$ cat config.mk
export PLATFORM = sky130hd
export DESIGN_NAME = wavegen_dds
export DESIGN_NICKNAME = d
export VERILOG_FILES = /design/src/rtl/wavegen_pkg.sv /design/src/rtl/sine_quarter_lut.sv /design/src/rtl/wavegen_dds.sv
export SDC_FILE = /design/constraint.sdc
export NUM_CORES = 1
export LEC_CHECK = 0
export BUFFER_PORTS_ARGS = -buffer_cell sky130_fd_sc_hd__buf_2
export CORE_MARGIN = 2
export CORE_UTILIZATION = 50
export DETAILED_ROUTE_END_ITERATION = 8
export PLACE_DENSITY = 0.67
export SLEW_MARGIN = 25
export SYNTH_ARGS = -nofsm -noshare
export SYNTH_HDL_FRONTEND = slang
export SYNTH_SLANG_ARGS = --single-unit
$ cat constraint.sdc
create_clock -name clk -period 5.8 [get_ports clk]
set_clock_uncertainty 0.2 [all_clocks]
set_input_delay 1.16 -clock clk [delete_from_list [all_inputs] [get_ports clk]]
set_output_delay 1.16 -clock clk [all_outputs]
set_load 0.01 [all_outputs]
$ cat src/rtl/wavegen_pkg.sv
// Shared encodings and reset constants for the DDS waveform generator.
package wavegen_pkg;

  // Shape select encodings; 3'b101..3'b111 produce a zero output.
  typedef enum logic [2:0] {
    FUNC_SAW    = 3'd0,
    FUNC_SQUARE = 3'd1,
    FUNC_TRI    = 3'd2,
    FUNC_TRAP   = 3'd3,
    FUNC_SINE   = 3'd4
  } func_e;

  // Reset values; ftw resets to zero and amplitude to all-ones (unity gain).
  localparam logic [2:0] RST_FUNC    = FUNC_SAW;
  localparam logic       RST_PENDING = 1'b0;

endpackage

$ cat src/rtl/sine_quarter_lut.sv
// Quarter-wave sine table, filled at elaboration, read combinationally.
module sine_quarter_lut #(
  parameter int unsigned W      = 8,
  parameter int unsigned LUT_AW = 6
) (
  input  logic [LUT_AW-1:0] addr,
  output logic [W-2:0]      data
);

  localparam int unsigned Depth = 1 << LUT_AW;

  // round((2^(W-1)-1) * sin(pi/2 * (k+0.5)/Depth)); Taylor series keeps it tool-portable.
  function automatic logic [W-2:0] lut_entry(input int unsigned k);
    real x;
    real term;
    real sum;
    real scale;
    int  v;
    x    = 1.5707963267948966 * (real'(k) + 0.5) / real'(Depth);
    term = x;
    sum  = x;
    for (int n = 1; n <= 9; n++) begin
      term = -term * x * x / real'((2 * n) * (2 * n + 1));
      sum  = sum + term;
    end
    scale = real'((1 << (W - 1)) - 1);
    v     = $rtoi(scale * sum + 0.5);
    return (W - 1)'(v);
  endfunction

  logic [W-2:0] rom [Depth];

  for (genvar k = 0; k < Depth; k++) begin : g_rom
    localparam logic [W-2:0] Val = lut_entry(k);
    assign rom[k] = Val;
  end

  assign data = rom[addr];

endmodule

$ cat src/rtl/wavegen_dds.sv
// DDS waveform generator: phase accumulator, wrap-synchronised config, 2-stage shape/scale pipe.
module wavegen_dds
  import wavegen_pkg::*;
#(
  parameter int unsigned W      = 8,
  parameter int unsigned ACC_W  = 16,
  parameter int unsigned LUT_AW = 6
) (
  input  logic             clk,
  input  logic             reset,
  input  logic             en,
  input  logic             cfg_valid,
  output logic             cfg_ready,
  input  logic [2:0]       cfg_func,
  input  logic [ACC_W-1:0] cfg_ftw,
  input  logic [W-1:0]     cfg_amp,
  output logic [W-1:0]     out,
  output logic             out_valid,
  output logic             wrap
);

  logic [ACC_W-1:0] acc_q;
  logic             wrap_q;
  logic [2:0]       func_act_q, func_sh_q;
  logic [ACC_W-1:0] ftw_act_q, ftw_sh_q;
  logic [W-1:0]     amp_act_q, amp_sh_q;
  logic             pending_q;

  logic [W-1:0]     raw_q, amp_s1_q, out_q;
  logic             v1_q, out_valid_q;

  logic [ACC_W:0]   acc_sum;
  logic             carry, apply, accept;

  assign acc_sum = {1'b0, acc_q} + {1'b0, ftw_act_q};
  assign carry   = en & acc_sum[ACC_W];
  // A frozen accumulator never wraps, so pending config lands on the next edge instead.
  assign apply   = pending_q & (carry | ~en);
  assign accept  = cfg_valid & ~pending_q;

  // Phase accumulator and registered carry pulse.
  always_ff @(posedge clk) begin
    if (reset) begin
      acc_q  <= '0;
      wrap_q <= 1'b0;
    end else begin
      if (en) acc_q <= acc_sum[ACC_W-1:0];
      wrap_q <= carry;
    end
  end

  // Config handshake: shadow on accept, promote to active on wrap (or idle edge).
  always_ff @(posedge clk) begin
    if (reset) begin
      func_act_q <= RST_FUNC;
      ftw_act_q  <= '0;
      amp_act_q  <= '1;
      func_sh_q  <= RST_FUNC;
      ftw_sh_q   <= '0;
      amp_sh_q   <= '1;
      pending_q  <= RST_PENDING;
    end else if (apply) begin
      func_act_q <= func_sh_q;
      ftw_act_q  <= ftw_sh_q;
      amp_act_q  <= amp_sh_q;
      pending_q  <= 1'b0;
    end else if (accept) begin
      func_sh_q <= cfg_func;
      ftw_sh_q  <= cfg_ftw;
      amp_sh_q  <= cfg_amp;
      pending_q <= 1'b1;
    end
  end

  logic [W-1:0]      phase, ph_x2, ph_x4, raw_d;
  logic [1:0]        quad;
  logic [LUT_AW-1:0] lut_addr;
  logic [W-2:0]      lut_data;

  assign phase    = acc_q[ACC_W-1 -: W];
  assign quad     = phase[W-1 -: 2];
  assign ph_x2    = phase << 1;
  assign ph_x4    = phase << 2;
  // Odd quadrants walk the quarter table backwards.
  assign lut_addr = quad[0] ? ~phase[W-3 -: LUT_AW] : phase[W-3 -: LUT_AW];

  sine_quarter_lut #(
    .W      (W),
    .LUT_AW (LUT_AW)
  ) u_lut (
    .addr (lut_addr),
    .data (lut_data)
  );

  // Shape decode from the active function and current phase; M - x is written as ~x.
  always_comb begin
    raw_d = '0;
    case (func_act_q)
      FUNC_SAW:    raw_d = phase;
      FUNC_SQUARE: raw_d = phase[W-1] ? '0 : '1;
      FUNC_TRI:    raw_d = phase[W-1] ? ~ph_x2 : ph_x2;
      FUNC_TRAP: begin
        case (quad)
          2'b00:   raw_d = ph_x4;
          2'b11:   raw_d = ~ph_x4;
          default: raw_d = '1;
        endcase
      end
      // Upper half: 2^(W-1)+LUT; lower half: 2^(W-1)-1-LUT.
      FUNC_SINE:   raw_d = quad[1] ? {1'b0, ~lut_data} : {1'b1, lut_data};
      default:     raw_d = '0;
    endcase
  end

  logic [2*W-1:0] prod;
  assign prod = {{W{1'b0}}, raw_q} * ({{W{1'b0}}, amp_s1_q} + {{(2*W-1){1'b0}}, 1'b1});

  // Pipeline: stage 1 holds raw shape with its amplitude, stage 2 holds the scaled sample.
  always_ff @(posedge clk) begin
    if (reset) begin
      raw_q       <= '0;
      amp_s1_q    <= '1;
      v1_q        <= 1'b0;
      out_q       <= '0;
      out_valid_q <= 1'b0;
    end else begin
      raw_q       <= raw_d;
      amp_s1_q    <= amp_act_q;
      v1_q        <= en;
      out_q       <= prod[2*W-1:W];
      out_valid_q <= v1_q;
    end
  end

  assign cfg_ready = ~pending_q;
  assign out       = out_q;
  assign out_valid = out_valid_q;
  assign wrap      = wrap_q;

endmodule

### After elaboration in Yosys (flattened, before gate mapping)

Memories as Yosys holds them, arrays and structs flattened.
Index checks and enable logic that the tools add are counted.

| word-level totals | value |
|---|---|
| bits in registers | 98 |
| bits in read-only memories | 448 |
| output and inout bits | 11 |
| word-level logic and storage cells | 48 |
| memories kept | 1 |

Memories:

| name | words | width | read ports | clocked after memory_dff | write ports | RTL line | RTL |
|---|---|---|---|---|---|---|---|
| (name not given) | 64 | 7 | 1 | 0 | 0 | sine_quarter_lut.sv:38 | `assign data = rom[addr];` |

| operators by class | value |
|---|---|
| add/sub/neg operators | 2 |
| multiply operators | 1 |
| $lt $le $gt $ge | 1 |
| equal/unequal tests | 5 |
| multiplexer cells | 8 |
| bitwise logic cells | 12 |
| reduce and logical (&&, ||, !) cells | 4 |

Operators with widths:

| kind | count |
|---|---|
| $pmux W8 S5 | 1 |
| $mux W8 | 3 |
| $add A16 B16 Y17 | 1 |
| $mul A8 B9 Y16 | 1 |
| $not A8 Y8 | 2 |
| $pmux W8 S2 | 1 |
| $mux W7 | 2 |
| $add A8 B1 Y9 const B | 1 |
| $ge A7 B7 Y1 const B | 1 |
| $not A6 Y7 | 1 |
| $not A7 Y7 | 1 |
| $eq A3 B2 Y1 const B | 2 |
| $mux W6 | 1 |
| $not A6 Y6 | 1 |
| $and A1 B1 Y1 | 3 |
| $eq A3 B1 Y1 const B | 1 |
| $eq A3 B3 Y1 const B | 1 |
| $logic_not A3 Y1 | 1 |
| $not A1 Y1 | 3 |
| $eq A2 B2 Y1 const B | 1 |
| $logic_not A2 Y1 | 1 |
| $reduce_and A2 Y1 | 1 |
| $reduce_or A2 Y1 | 1 |
| $or A1 B1 Y1 | 1 |

### Depth between registers and ports, before layout

| depth | value |
|---|---|
| depth after elaboration | 9 |
| depth in mapped cells | 19 |
| mapped depth without buffers | 19 |

### By module

From an unflattened synthesis, not the netlist that was laid out.

| unflattened totals | value |
|---|---|
| cell total of the unflattened synthesis | 889 |
| area total of the unflattened synthesis | 7,572.3 um2 |

Modules (own cells, without submodules):

| module | times used | cells an instance | area an instance (um2) | sequential area each (um2) |
|---|---|---|---|---|
| wavegen_dds | 1 | 806 | 6,984.2 | 1,961.9 |
| sine_quarter_lut | 1 | 83 | 588.1 | 0.0 |

### Least setup slack after synthesis

Ideal clock, no wire load.

| path | value |
|---|---|
| path type | flip-flop to flip-flop |
| from | register amp_s1_q[0] |
| to | register out_q[7], in the netlist out[7] |
| setup time | 69 ps |
| arrival | 5,062 ps |
| path slack | 469 ps |
| cell stages (with the launch flop) | 18 |
| period minus slack after synthesis | 5,331 ps |
| cell sequence | dfxtp_1 -> ha_1 -> nand3_1 -> nor2_1 -> xor2_1 -> nand2_1 -> fa_1 -> fa_1 -> fa_1 -> fa_1 -> inv_1 -> ha_1 -> a21o_1 -> a21oi_1 -> o221ai_2 -> a221o_1 -> a2111o_1 -> o21ai_1 |

| between the ends | value |
|---|---|
| longest elaborated chain between the ends | 2 |

Ends and longest elaborated chain:

| item | RTL line | RTL |
|---|---|---|
| from (decl) | wavegen_dds.sv:29 | `logic [W-1:0] raw_q, amp_s1_q, out_q;` |
| from (signal assigned) | wavegen_dds.sv:128 | `amp_s1_q <= amp_act_q;` |
| $add A8 B1 Y9 | wavegen_dds.sv:116 | `assign prod = {{W{1'b0}}, raw_q} * ({{W{1'b0}}, amp_s1_q} + {{(2*W-1){1'b0}}, 1'b1});` |
| $mul A8 B9 Y16 | wavegen_dds.sv:116 |  |
| to (signal assigned) | wavegen_dds.sv:130 | `out_q <= prod[2*W-1:W];` |
| to (decl) | wavegen_dds.sv:29 |  |

No other way between the ends.
A chain may end at the register's enable or synchronous reset.

### Worst setup path after layout

Same ends and word-level chain as after synthesis.

==> results.sh <==
export IMPL_outcome="finished, final reports clean"
export IMPL_post_cts_buffers=0
export IMPL_routabilityCongestion=0.856
export IMPL_worst_pin_slew_ps=945
export IMPL_area_growth_pct=7.44
export IMPL_dpl_instance_area_sq_mm=0.00784
export IMPL_die_area_sq_mm=0.0162
export IMPL_path_clk_slew_ps=70
export IMPL_critPathMaxFanout=8
export IMPL_grt_usage=0.202
export IMPL_grt_pass1_vias=5654
export IMPL_drv_slew=0
export IMPL_rows=45
export IMPL_final_antenna_net_count=0
export IMPL_syn_instance_count=912
export IMPL_wl_mm=15.6
export IMPL_io_buffers=41
export IMPL_antenna_cells=0
export IMPL_use_met1=0.285
export IMPL_dp_hpwl_mm=11.2
export IMPL_chipHeight_um=127
export IMPL_drive_above_1_share=0.0938
export IMPL_ys_ff_latch=98
export IMPL_n_fill_cell=1426
export IMPL_arrival_ps=5600
export IMPL_p_int_mw=1.07
export IMPL_grt_max_degree=75
export IMPL_htree_levels=3
export IMPL_ir_drop_uv=181
export IMPL_post_route_util=0.542
export IMPL_hold_viol=0
export IMPL_initialDrtViolationCount=387
export IMPL_grt_busiest_layer="met2"
export IMPL_grt_pass1_wl_mm=27.0
export IMPL_remaining_drc_errors=0
export IMPL_synth_area_per_cell_sq_um=8.32
export IMPL_pin_count=42
export IMPL_p_switching_mw=0.431
export IMPL_drv_cap=0
export IMPL_yosysTopAreaCell="dfxtp_1"
export IMPL_core_area_sq_mm=0.0150
export IMPL_fin_crit_sh=0.950
export IMPL_gr_usage_met2=0.329
export IMPL_combPwrFrac=0.120
export IMPL_max_freq_ghz=0.181
export IMPL_ys_seq_area_frac=0.259
export IMPL_layout_setup_ws_ps=289
export IMPL_ys_top_cells_by_area="dfxtp_1, fa_1, ha_1, nand2_1, mux2i_1"
export IMPL_hold_class="flop to flop"
export IMPL_antenna_found_initial=0
export IMPL_die_w_um=127
export IMPL_seqPwrFrac=0.479
export IMPL_endpoint_kind="flop"
export IMPL_clk_latency_ps=350
export IMPL_startpoint_type="flop"
export IMPL_hold_buffers=0
export IMPL_yosys_warnings=0
export IMPL_async_flop_share=0
export IMPL_ys_types=78
export IMPL_dpl_worst_slack_ps=168
export IMPL_grtUsageMet3=0.0205
export IMPL_wl_per_cell_um=14.0
export IMPL_vias=6040
export IMPL_path_class="flop to flop"
export IMPL_synth_edf_count=0
export IMPL_ys_flop_type="dfxtp_1"
export IMPL_p_per_area_mw_per_mm2=185
export IMPL_maxSlewHeadroom=0.365
export IMPL_clock_sinks=98
export IMPL_p_clk_frac=0.401
export IMPL_period_minus_slack_ps=5510
export IMPL_p_sw_frac=0.287
export IMPL_nets=1051
export IMPL_viasPerCell=5.41
export IMPL_synth_top_area_frac=0.259
export IMPL_tritoncts="built"
export IMPL_grt_overflow_total=0
export IMPL_yosysMostFrequentCell="nand2_1"
export IMPL_tns_ps=0
export IMPL_numCtsBuffers=9
export IMPL_clockBufferDepth=2
export IMPL_final_cell_area_sq_mm=0.00815
export IMPL_crit_required_ps=5890
export IMPL_synthTopCellsByCount="nand2_1, dfxtp_1, inv_1"
export IMPL_finalSetupViolations=0
export IMPL_floorplan_initialDensity=0.504
export IMPL_syn_area_sq_mm=0.00758
export IMPL_synth_fp_nets=1040
export IMPL_power_leakage_nw=3.57
export IMPL_power_mw=1.51
export IMPL_rsz0062_at_grt="no"
export IMPL_firstDrtPassIters=5
export IMPL_cts_root_buffer="clkbuf_16"
sequential cells by signal, indices dropped and copies added, names as in the netlist, 3 cells and up:
signal,cells
amp_sh_q,8
func_act_q,3
raw_q,8
acc_q,16
ftw_sh_q,16
out,8
func_sh_q,3
amp_s1_q,8
ftw_act_q,16
amp_act_q,8
worst max-delay path: stages (launching register included):
cell and delay (ps):
dfxtp_1 390, ha_1 210, nand3_1 140, nor2_1 200
xor2_2 340, nand2_1 130, fa_1 570, fa_1 440
fa_1 510, fa_1 540, inv_1 40, ha_1 350
a21o_1 190, a21oi_1 170, o221ai_2 150, a221o_1 400
a2111o_1 410, o21ai_1 80
worst paths after layout:
check,startpoint,to,slack (ps),cells past startpoint
setup / recovery,amp_s1_q[0],out[7],290,17
hold / removal,amp_act_q[6],amp_s1_q[6],230,2
setup reg to reg,amp_s1_q[0],out[7],290,17
hold reg to reg,amp_act_q[6],amp_s1_q[6],230,2
routing by layer:
metal  vias up  wire length (um)
met2       105              7110
met5         -                 0
met1      2795              7760
li1       3120                 -
met4         0               248
met3        20               463
kinds of logic after synthesis:
kind of cell,count (synthesis),share of synthesized area
AO/OA/AOI/OAI,183,0.158
buffers and inverters,122,0.0698
multiplexers,38,0.0508
flip-flops,98,0.259
AND/OR/NAND/NOR,335,0.211
XOR/XNOR,39,0.0510
adder cells (fa/ha/maj),97,0.201
cell type report:
cell class,count,area [sq um],share of cell area
clock inverters,7,72.6,0.00891
flip-flops and latches,98,1960,0.241
multi-input cells,692,5110,0.627
well taps,188,235,0.0289
clock buffers,9,225,0.0276
repair buffers,50,273,0.0335
inverters,72,270,0.0332
per-stage QoR:
step / cells / hold slack [ps]
finish: 1116 / 228
global route: 1116 / 262
CTS: 1116 / 226
detailed placement: 1100 / 205
global placement: 1100 / 208
floorplan: 912 / 193
layout by cell type, fill, tap and decap left out, drive strengths merged, types with 10 or more instances in the layout:
cell type / count
a211oi: 16
and2: 36
ha: 56
nand2: 142
nor2: 47
inv: 74
buf: 50
a21oi: 62
nand3: 23
dfxtp: 98
fa: 41
nor3: 17
and3: 10
xor2: 17
o21ai: 34
nor2b: 28
mux2i: 34
xnor2: 22
power groups by stage:
stage	clock [mW]	sequential [mW]	combinational, mW
finish	0.604	0.721	0.181
CTS	0.617	0.721	0.182
floorplan	0	0.728	0.140
global route	0.642	0.725	0.206
detailed placement	0	0.736	0.181
global placement	0	0.736	0.178
what timing repair did:
| item | CTS | global route |
|---|---|---|
| hold endpoints to repair | 0 | 0 |
| gates resized for setup | 0 | 1 |
| setup endpoints to repair | 0 | 1 |
Power figures use the tool's default switching activity.
